### src/rtl/alu_wb_stage_if.sv
// Execute-to-writeback channel: upstream entry handshake plus writeback handshake.
// Ports: in_valid/in_ready with payload {op,res,c_in,o_in,rd,we,setf};
//        out_valid/out_ready with wb_data/wb_rd/wb_we. master = environment side, slave = stage side.
interface alu_wb_stage_if #(
    parameter int DW = 32,
    parameter int RW = 5
);
    logic          in_valid;
    logic          in_ready;
    logic [4:0]    op;
    logic [DW-1:0] res;
    logic          c_in;
    logic          o_in;
    logic [RW-1:0] rd;
    logic          we;
    logic          setf;
    logic          out_valid;
    logic          out_ready;
    logic [DW-1:0] wb_data;
    logic [RW-1:0] wb_rd;
    logic          wb_we;

    modport master (
        output in_valid, op, res, c_in, o_in, rd, we, setf, out_ready,
        input  in_ready, out_valid, wb_data, wb_rd, wb_we
    );

    modport slave (
        input  in_valid, op, res, c_in, o_in, rd, we, setf, out_ready,
        output in_ready, out_valid, wb_data, wb_rd, wb_we
    );
endinterface

### src/rtl/alu_wb_stage.sv
// ALU writeback stage: 2-entry skid buffer, committed {O,S,C,Z} flag register, branch condition evaluation.
// Latency: one cycle from accepted push to out_valid; in_ready depends only on registered occupancy.
// Ports: clk, rst_n (async active-low), bus (alu_wb_stage_if.slave), flags, cond, cond_true.
// Optional: define ALU_WB_BYPASS_EN to add fwd_valid/fwd_rd/fwd_data forwarding outputs.
module alu_wb_stage #(
    parameter int DW = 32,
    parameter int RW = 5
) (
    input  logic          clk,
    input  logic          rst_n,
    alu_wb_stage_if.slave bus,
    output logic [3:0]    flags,
    input  logic [3:0]    cond,
    output logic          cond_true
`ifdef ALU_WB_BYPASS_EN
    ,
    output logic          fwd_valid,
    output logic [RW-1:0] fwd_rd,
    output logic [DW-1:0] fwd_data
`endif
);

    typedef struct packed {
        logic [DW-1:0] res;
        logic [4:0]    op;
        logic          c_in;
        logic          o_in;
        logic [RW-1:0] rd;
        logic          we;
        logic          setf;
    } entry_t;

    entry_t     head;
    entry_t     skid;
    entry_t     in_ent;
    logic [1:0] count;
    logic       push;
    logic       pop;

    assign in_ent = '{res: bus.res, op: bus.op, c_in: bus.c_in, o_in: bus.o_in,
                      rd: bus.rd, we: bus.we, setf: bus.setf};

    // Gated by rst_n so the upstream never sees ready while reset is held.
    assign bus.in_ready  = rst_n & (count != 2'd2);
    assign bus.out_valid = (count != 2'd0);
    assign push          = bus.in_valid & bus.in_ready;
    assign pop           = bus.out_valid & bus.out_ready;

    assign bus.wb_data = head.res;
    assign bus.wb_rd   = head.rd;
    assign bus.wb_we   = head.we & bus.out_valid;

    // Only the group bit of the opcode influences the flag commit.
    logic op_unused;
    assign op_unused = ^{head.op[3:0], skid.op[3:0]};

    always_ff @(posedge clk or negedge rst_n) begin
        if (!rst_n) begin
            head  <= '0;
            skid  <= '0;
            count <= 2'd0;
            flags <= 4'b0000;
        end else begin
            unique case (count)
                2'd0: begin
                    if (push) begin
                        head  <= in_ent;
                        count <= 2'd1;
                    end
                end
                2'd1: begin
                    if (push && pop) begin
                        head <= in_ent;
                    end else if (push) begin
                        skid  <= in_ent;
                        count <= 2'd2;
                    end else if (pop) begin
                        count <= 2'd0;
                    end
                end
                default: begin
                    // Full: push is blocked by in_ready, so only a pop can occur.
                    if (pop) begin
                        head  <= skid;
                        count <= 2'd1;
                    end
                end
            endcase

            if (pop && head.setf) begin
                flags[0] <= (head.res == '0);
                flags[2] <= head.res[DW-1];
                flags[1] <= head.op[4] ? 1'b0 : head.c_in;
                flags[3] <= head.op[4] ? 1'b0 : head.o_in;
            end
        end
    end

    // flags = {O,S,C,Z}
    always_comb begin
        cond_true = 1'b0;
        unique case (cond)
            4'd0:    cond_true = 1'b1;
            4'd1:    cond_true = flags[0];
            4'd2:    cond_true = !flags[0];
            4'd3:    cond_true = flags[2];
            4'd4:    cond_true = !flags[2];
            4'd5:    cond_true = flags[1];
            4'd6:    cond_true = !flags[1];
            4'd7:    cond_true = flags[3];
            4'd8:    cond_true = !flags[3];
            4'd9:    cond_true = !flags[0] && (flags[2] == flags[3]);
            4'd10:   cond_true = (flags[2] == flags[3]);
            4'd11:   cond_true = (flags[2] != flags[3]);
            4'd12:   cond_true = flags[0] || (flags[2] != flags[3]);
            4'd13:   cond_true = flags[1] && !flags[0];
            4'd14:   cond_true = !flags[1] || flags[0];
            default: cond_true = 1'b0;
        endcase
    end

`ifdef ALU_WB_BYPASS_EN
    // Youngest pending register write wins: skid is younger than head.
    always_comb begin
        fwd_valid = 1'b0;
        fwd_rd    = '0;
        fwd_data  = '0;
        if (count == 2'd2 && skid.we) begin
            fwd_valid = 1'b1;
            fwd_rd    = skid.rd;
            fwd_data  = skid.res;
        end else if (count != 2'd0 && head.we) begin
            fwd_valid = 1'b1;
            fwd_rd    = head.rd;
            fwd_data  = head.res;
        end
    end
`endif

endmodule

### src/flat_wrapper.sv
// flat-port wrapper written by rule: the top's interface ports become plain ports
module alu_wb_stage_flat 
#(
    parameter int DW = 32,
    parameter int RW = 5
)
  (clk, rst_n, flags, cond, cond_true, bus_in_valid, bus_op, bus_res, bus_c_in, bus_o_in, bus_rd, bus_we, bus_setf, bus_out_ready, bus_in_ready, bus_out_valid, bus_wb_data, bus_wb_rd, bus_wb_we);
  alu_wb_stage_if #(.DW(DW), .RW(RW)) bus_i ();
  input  logic clk;
  input  logic rst_n;
  output logic [3:0] flags;
  input  logic [3:0] cond;
  output logic cond_true;
  input wire logic [$bits(bus_i.in_valid)-1:0] bus_in_valid;
  input wire logic [$bits(bus_i.op)-1:0] bus_op;
  input wire logic [$bits(bus_i.res)-1:0] bus_res;
  input wire logic [$bits(bus_i.c_in)-1:0] bus_c_in;
  input wire logic [$bits(bus_i.o_in)-1:0] bus_o_in;
  input wire logic [$bits(bus_i.rd)-1:0] bus_rd;
  input wire logic [$bits(bus_i.we)-1:0] bus_we;
  input wire logic [$bits(bus_i.setf)-1:0] bus_setf;
  input wire logic [$bits(bus_i.out_ready)-1:0] bus_out_ready;
  output wire logic [$bits(bus_i.in_ready)-1:0] bus_in_ready;
  output wire logic [$bits(bus_i.out_valid)-1:0] bus_out_valid;
  output wire logic [$bits(bus_i.wb_data)-1:0] bus_wb_data;
  output wire logic [$bits(bus_i.wb_rd)-1:0] bus_wb_rd;
  output wire logic [$bits(bus_i.wb_we)-1:0] bus_wb_we;
  assign bus_i.in_valid = bus_in_valid;
  assign bus_i.op = bus_op;
  assign bus_i.res = bus_res;
  assign bus_i.c_in = bus_c_in;
  assign bus_i.o_in = bus_o_in;
  assign bus_i.rd = bus_rd;
  assign bus_i.we = bus_we;
  assign bus_i.setf = bus_setf;
  assign bus_i.out_ready = bus_out_ready;
  assign bus_in_ready = bus_i.in_ready;
  assign bus_out_valid = bus_i.out_valid;
  assign bus_wb_data = bus_i.wb_data;
  assign bus_wb_rd = bus_i.wb_rd;
  assign bus_wb_we = bus_i.wb_we;
  alu_wb_stage #(.DW(DW), .RW(RW)) u_core (.clk(clk), .rst_n(rst_n), .bus(bus_i), .flags(flags), .cond(cond), .cond_true(cond_true));
endmodule
### config.mk
export PLATFORM = sky130hd
export DESIGN_NAME = alu_wb_stage_flat
export DESIGN_NICKNAME = d
export VERILOG_FILES = /design/src/rtl/alu_wb_stage_if.sv /design/src/rtl/alu_wb_stage.sv /design/src/flat_wrapper.sv
export SDC_FILE = /design/constraint.sdc
export NUM_CORES = 1
export LEC_CHECK = 0
export ABC_AREA = 1
export CORE_MARGIN = 5
export CORE_UTILIZATION = 40
export CTS_CLUSTER_DIAMETER = 40
export DETAILED_ROUTE_END_ITERATION = 10
export PLACE_DENSITY_LB_ADDON = 0.2
export SYNTH_ARGS = -nofsm -noshare
export SYNTH_HDL_FRONTEND = slang
export SYNTH_SLANG_ARGS = --single-unit
### constraint.sdc
create_clock -name clk -period 1.9 [get_ports clk]
set_input_delay 0.19 -clock clk [delete_from_list [all_inputs] [get_ports clk]]
set_output_delay 0.19 -clock clk [all_outputs]
set_load 0.02 [all_outputs]
# After elaboration in Yosys (flattened, before gate mapping)
# Cells that the tools add are included.
# classes
n_reduce_logical	18
bitwise	5
n_mux	13
n_eq_ne	22
# op_table
operator	n
46-bit two-way mux	3
46-bit case mux with 2 select lines	1
32-bit zero test	1
4-bit equality test, second input constant	7
4-bit by 3-bit equality test with 1-bit output, second input constant	4
1-bit case mux with 15 select lines	1
2-bit two-way mux	5
4-bit by 2-bit equality test with 1-bit output, second input constant	2
3-bit AND reduction	2
1-bit AND	4
4-bit by 1-bit equality test with 1-bit output, second input constant	1
1-bit logical AND	4
1-bit zero test	4
4-bit zero test	1
2-bit by 1-bit != test with 1-bit output, second input constant	2
2-bit != test, second input constant	2
2-bit case mux with 2 select lines	1
4-bit AND reduction	1
3-bit by 1-bit != test with 1-bit output, second input constant	1
3-bit nonzero test	1
2-bit by 1-bit equality test with 1-bit output, second input constant	1
2-bit zero test	1
1-bit logical OR	2
1-bit two-way mux	2
other kinds (4)	4
# totals
in_bits	54
elab_cells	74
ff_bits	98
output_inout_bits	45

# Longest topological paths before layout
# Gate-level depths: netlist of the first run.
# depth
word_depth	6
ltp_mapped	9
ltp_nobuf	9

# Worst setup path after synthesis of the first run
# Ideal clock, no wire load.
# synth_timing
kind	register to register
from	reg u_core.count[1]
to	reg u_core.skid[0] (netlist bit)
arrival_time_ns	1.388
path_slack_ns	0.395
setup_time_ns	0.117
t_required_ns	1.783
path_buffers	2
period_less_slack_ns	1.505
stages_incl_launch_ff	9
cell_sequence	dfrtp_1 -> buf_4 -> a21boi_4 -> nand2_1 -> nor2_4 -> nand2_2 -> buf_2 -> nand2_1 -> nand2_1
# synth_between
elab_chain_len	6
word_cells_on_any_way	9
cone_classes	2 x eq/ne; 4 x bitwise; 3 x reduce/logical
# synth_rtl
item	line	rtl
start, declared	alu_wb_stage.sv:36	logic [1:0] count;
start signal, assigned	alu_wb_stage.sv:61	count <= 2'd0;
start signal, assigned	alu_wb_stage.sv:68	count <= 2'd1;
start signal, assigned	alu_wb_stage.sv:76	count <= 2'd2;
2-bit != test *	alu_wb_stage.sv:44	assign bus.in_ready = rst_n & (count != 2'd2);
1-bit AND *	alu_wb_stage.sv:44	
via bus_in_ready	flat_wrapper.sv:23	output wire logic [$bits(bus_i.in_ready)-1:0] bus_in_ready;
1-bit AND *	alu_wb_stage.sv:46	assign push = bus.in_valid & bus.in_ready;
1-bit logical AND	alu_wb_stage.sv:72	if (push && pop) begin
1-bit NOT (no source line)	-	
3-bit AND reduction (no source line) *	-	
end signal, assigned	alu_wb_stage.sv:75	skid <= in_ent;
end, declared	alu_wb_stage.sv:34	entry_t skid;
# Mark *: on every way through the listed nets, which the timed path passes. The rest lies on a longest branch.
# A chain may end at the register's enable or synchronous reset.

# Worst setup path in the final report of the first run
# layout_timing
from	reg u_core.count[1]
to	out bus_wb_we
# layout_between
elab_chain_len	2
# layout_rtl
item	line	rtl
2-bit nonzero test	alu_wb_stage.sv:45	assign bus.out_valid = (count != 2'd0);
1-bit AND	alu_wb_stage.sv:51	assign bus.wb_we = head.we & bus.out_valid;
end, declared	flat_wrapper.sv:27	output wire logic [$bits(bus_i.wb_we)-1:0] bus_wb_we;
# Every way passes these cells.

==> results of run 1 <==
layer usage:
metal | part of all wire (%) | wire length [um] | GRT usage [%]
met2 | 47 | 6000 | 29.4
met3 | 5.2 | 664 | 2.80
met4 | 1.4 | 178 | 5.72
met1 | 47 | 6010 | 25.7
met5 | 0 | 0 | 0
metrics by stage:
step | instance area, um^2 | total power [mW] | instances
detailed placement | 5640 | 5.42 | 842
CTS | 5950 | 7.18 | 861
floorplan | 4770 | 4.63 | 657
finish | 5950 | 7.11 | 861
global placement | 5640 | 5.35 | 842
global route | 5950 | 7.58 | 861
Yosys cell counts:
| cell | count | area (um^2) |
|---|---|---|
| nand2_1 | 331 | 1240 |
| dfrtp_1 | 90 | 2250 |
| nand3_1 | 60 | 300 |
| nand4_1 | 44 | 275 |
| buf_4 | 38 | 285 |
| nor2_1 | 28 | 105 |
| clkbuf_1 | 19 | 71.3 |
| buf_2 | 17 | 85.1 |
| inv_1 | 16 | 60.1 |
| o21ai_0 | 5 | 25.0 |
| inv_2 | 2 | 7.51 |
| nand3_2 | 2 | 20.0 |
| a21boi_4 | 1 | 18.8 |
| buf_1 | 1 | 3.75 |
| nand2_2 | 1 | 6.26 |
| nor2_4 | 1 | 11.3 |
| o21ai_1 | 1 | 5.00 |
where the power goes:
part	total (mW)	switching, mW	internal, mW
registers	3.00	0.439	2.56
logic	2.37	1.31	1.05
clock network	1.74	0.718	1.03
critical path, stage by stage, from the launching register on:
cell and delay, ps:
dfrtp_2 430, nor2_1 90, nor2_1 150, clkdlybuf4s50_1 630
cell type report:
| type | count | area, um^2 |
|---|---|---|
| fillers | 1171 | 5910 |
| flip-flops and latches | 90 | 2250 |
| multi-input cells | 474 | 2010 |
| repair buffers | 116 | 1140 |
| clock buffers | 14 | 284 |
| well taps | 147 | 184 |
| inverters | 18 | 67.6 |
| clock inverters | 2 | 10.0 |
path summary, 6_finish.rpt:
kind / start / endpoint / slack [ps] / depth (start not counted)
max in group asynchronous: rst_n / u_core.count[1] / 940 / 3
max reg2reg: u_core.count[1] / u_core.bus.wb_data[8] / 230 / 6
min reg2reg: u_core.skid[6] / u_core.skid[6] / 470 / 2
min: rst_n / u_core.count[0] / 350 / 4
min in group asynchronous: rst_n / u_core.bus.wb_data[8] / 580 / 3
max: u_core.count[1] / bus_wb_we / 80 / 3
state kept, by name, summed over array words and instances (netlist names):
| signal | count |
|---|---|
| u_core.skid | 42 |
| u_core.bus.wb_rd | 5 |
| u_core.flags | 4 |
| u_core.count | 2 |
| u_core.bus.wb_data | 32 |
| u_core.head | 5 |
placed cells by master (no fill, tap or decap), types with 5 or more instances in the layout:
master           instances
buf_4                   19
clkbuf_16                9
clkdlybuf4s50_1         91
dfrtp_1                 89
inv_1                   16
nand2_1                330
nand3_1                 60
nand4_1                 44
nor2_1                  28
o21ai_0                  5
what timing repair did:
item,in CTS,in global routing
pin swaps,0,0
buffers inserted,2,0
hold endpoints to repair,90,0
endpoints found under the setup margin,3,2
gates resized for setup,2,2
hold buffers,1,0
cells by family after synthesis:
logic type      Yosys count  share of synthesized area, %
simple gates            467                          41.1
compound gates            7                          1.02
buf+inv                  93                          10.7
flops                    90                          47.2
==> results.md, run 1 <==
* Run status: complete, no violations
* NumNets Final at 763
* Final setup viols at 0
* Ant. Diodes at 0
* WP data required at 1710 ps
* Pins Over Slew Limit at 0
* Slew margin rel. at 65.4%
* DP HPWL at 8540 um
* RSZ-0062 raised after global routing: false
* Detailed Route WL at approximately 13,000 um
* Final GP Congestion at roughly 0.86
* WP data arrival at 1630 ps
* Root buffer cell: clkbuf_16
* FP Rows at 40
* Yosys Warn Count at 0
* Pleak at 3.10 nW
* Kind of critical path: flip-flop to output pin
* Slew @ Worst Pin at 520 ps
* Die X at about 120 um
* Mapped Nets at 711
* Synth cell types at 17
* VDD IR max at 0.501 mV
* Fin crit share at 95.8%
* Core area at 11,900 um^2
* CTS H-Tree Depth at 3
* Pre-CTS setup slack at -233 ps
* Largest net degree at the start of global routing at 91
* Initial Util at 40.3%
* Layout area overhead at 24.7%
* Clk sinks at 90
* Global-route wire length before repair at around 21,000 um
* Input/output buffers at 94
* Post-Syn Area per Cell at between 7 and 8 um^2
* #FFs+latches synth at 90
* Fin util at between 50% and 60%
* Initial antenna violation count at 0
* Clk Latency, worst-skew pair at about 340 ps
* Drt drc at 0
* Sequential area share after synthesis at between 40 and 50%
* Clock-pin slew on the worst setup and hold paths at 60 ps
* DR pass1 iterations at 5
* Clk_skew at roughly 5.5 ps
* Vias in the first global route at 4,099
* CTS Buf Count at 9
* Die span in y at 119 um
* CP Max Fanout at 5
* Post-DR vias/cell at 5.09
* Routed WL per cell at around 15 um
* Post-Syn Area at between 4000 and 5000 um^2
* Setup TNS at 0 ps
* Worst Slack Setup Final at around 80 ps
* Reported max-cap violation count at 0
* First-iteration detailed-routing DRC count at 287
* Clock period minus worst slack at 1820 ps
* Worst Hold Class: input port to flip-flop
* Grt ovf at 0
* CTS tree: yes
* Die area at around 14,000 um^2
* Routed vias at 4,385
* Global Route Usage Sum at 18.4%
* Power Density at roughly 1200 nW/um^2
* CP endpoint kind: output pin
* Hold Vio Cnt, Final at 0
* CTS max path bufs at 2
* Fmax at 549 MHz
* ANT nets after route at 0
* Layout cell share with drive strength beyond 1 at 6.58%
* Boundary Pins at 99
* Post-synthesis cell count at roughly 660
* Fin Hold WS at around 350 ps
* Startpoint types: flip-flop
(Power assumes the default switching activity.)
==> inputs of run 2 (changes only) <==
Settings changed: CAP_MARGIN set to 20, TNS_END_PERCENT set to 10.
==> results of run 2 <==
No change in the layout: final DEF, timing and power equal those of run 1.
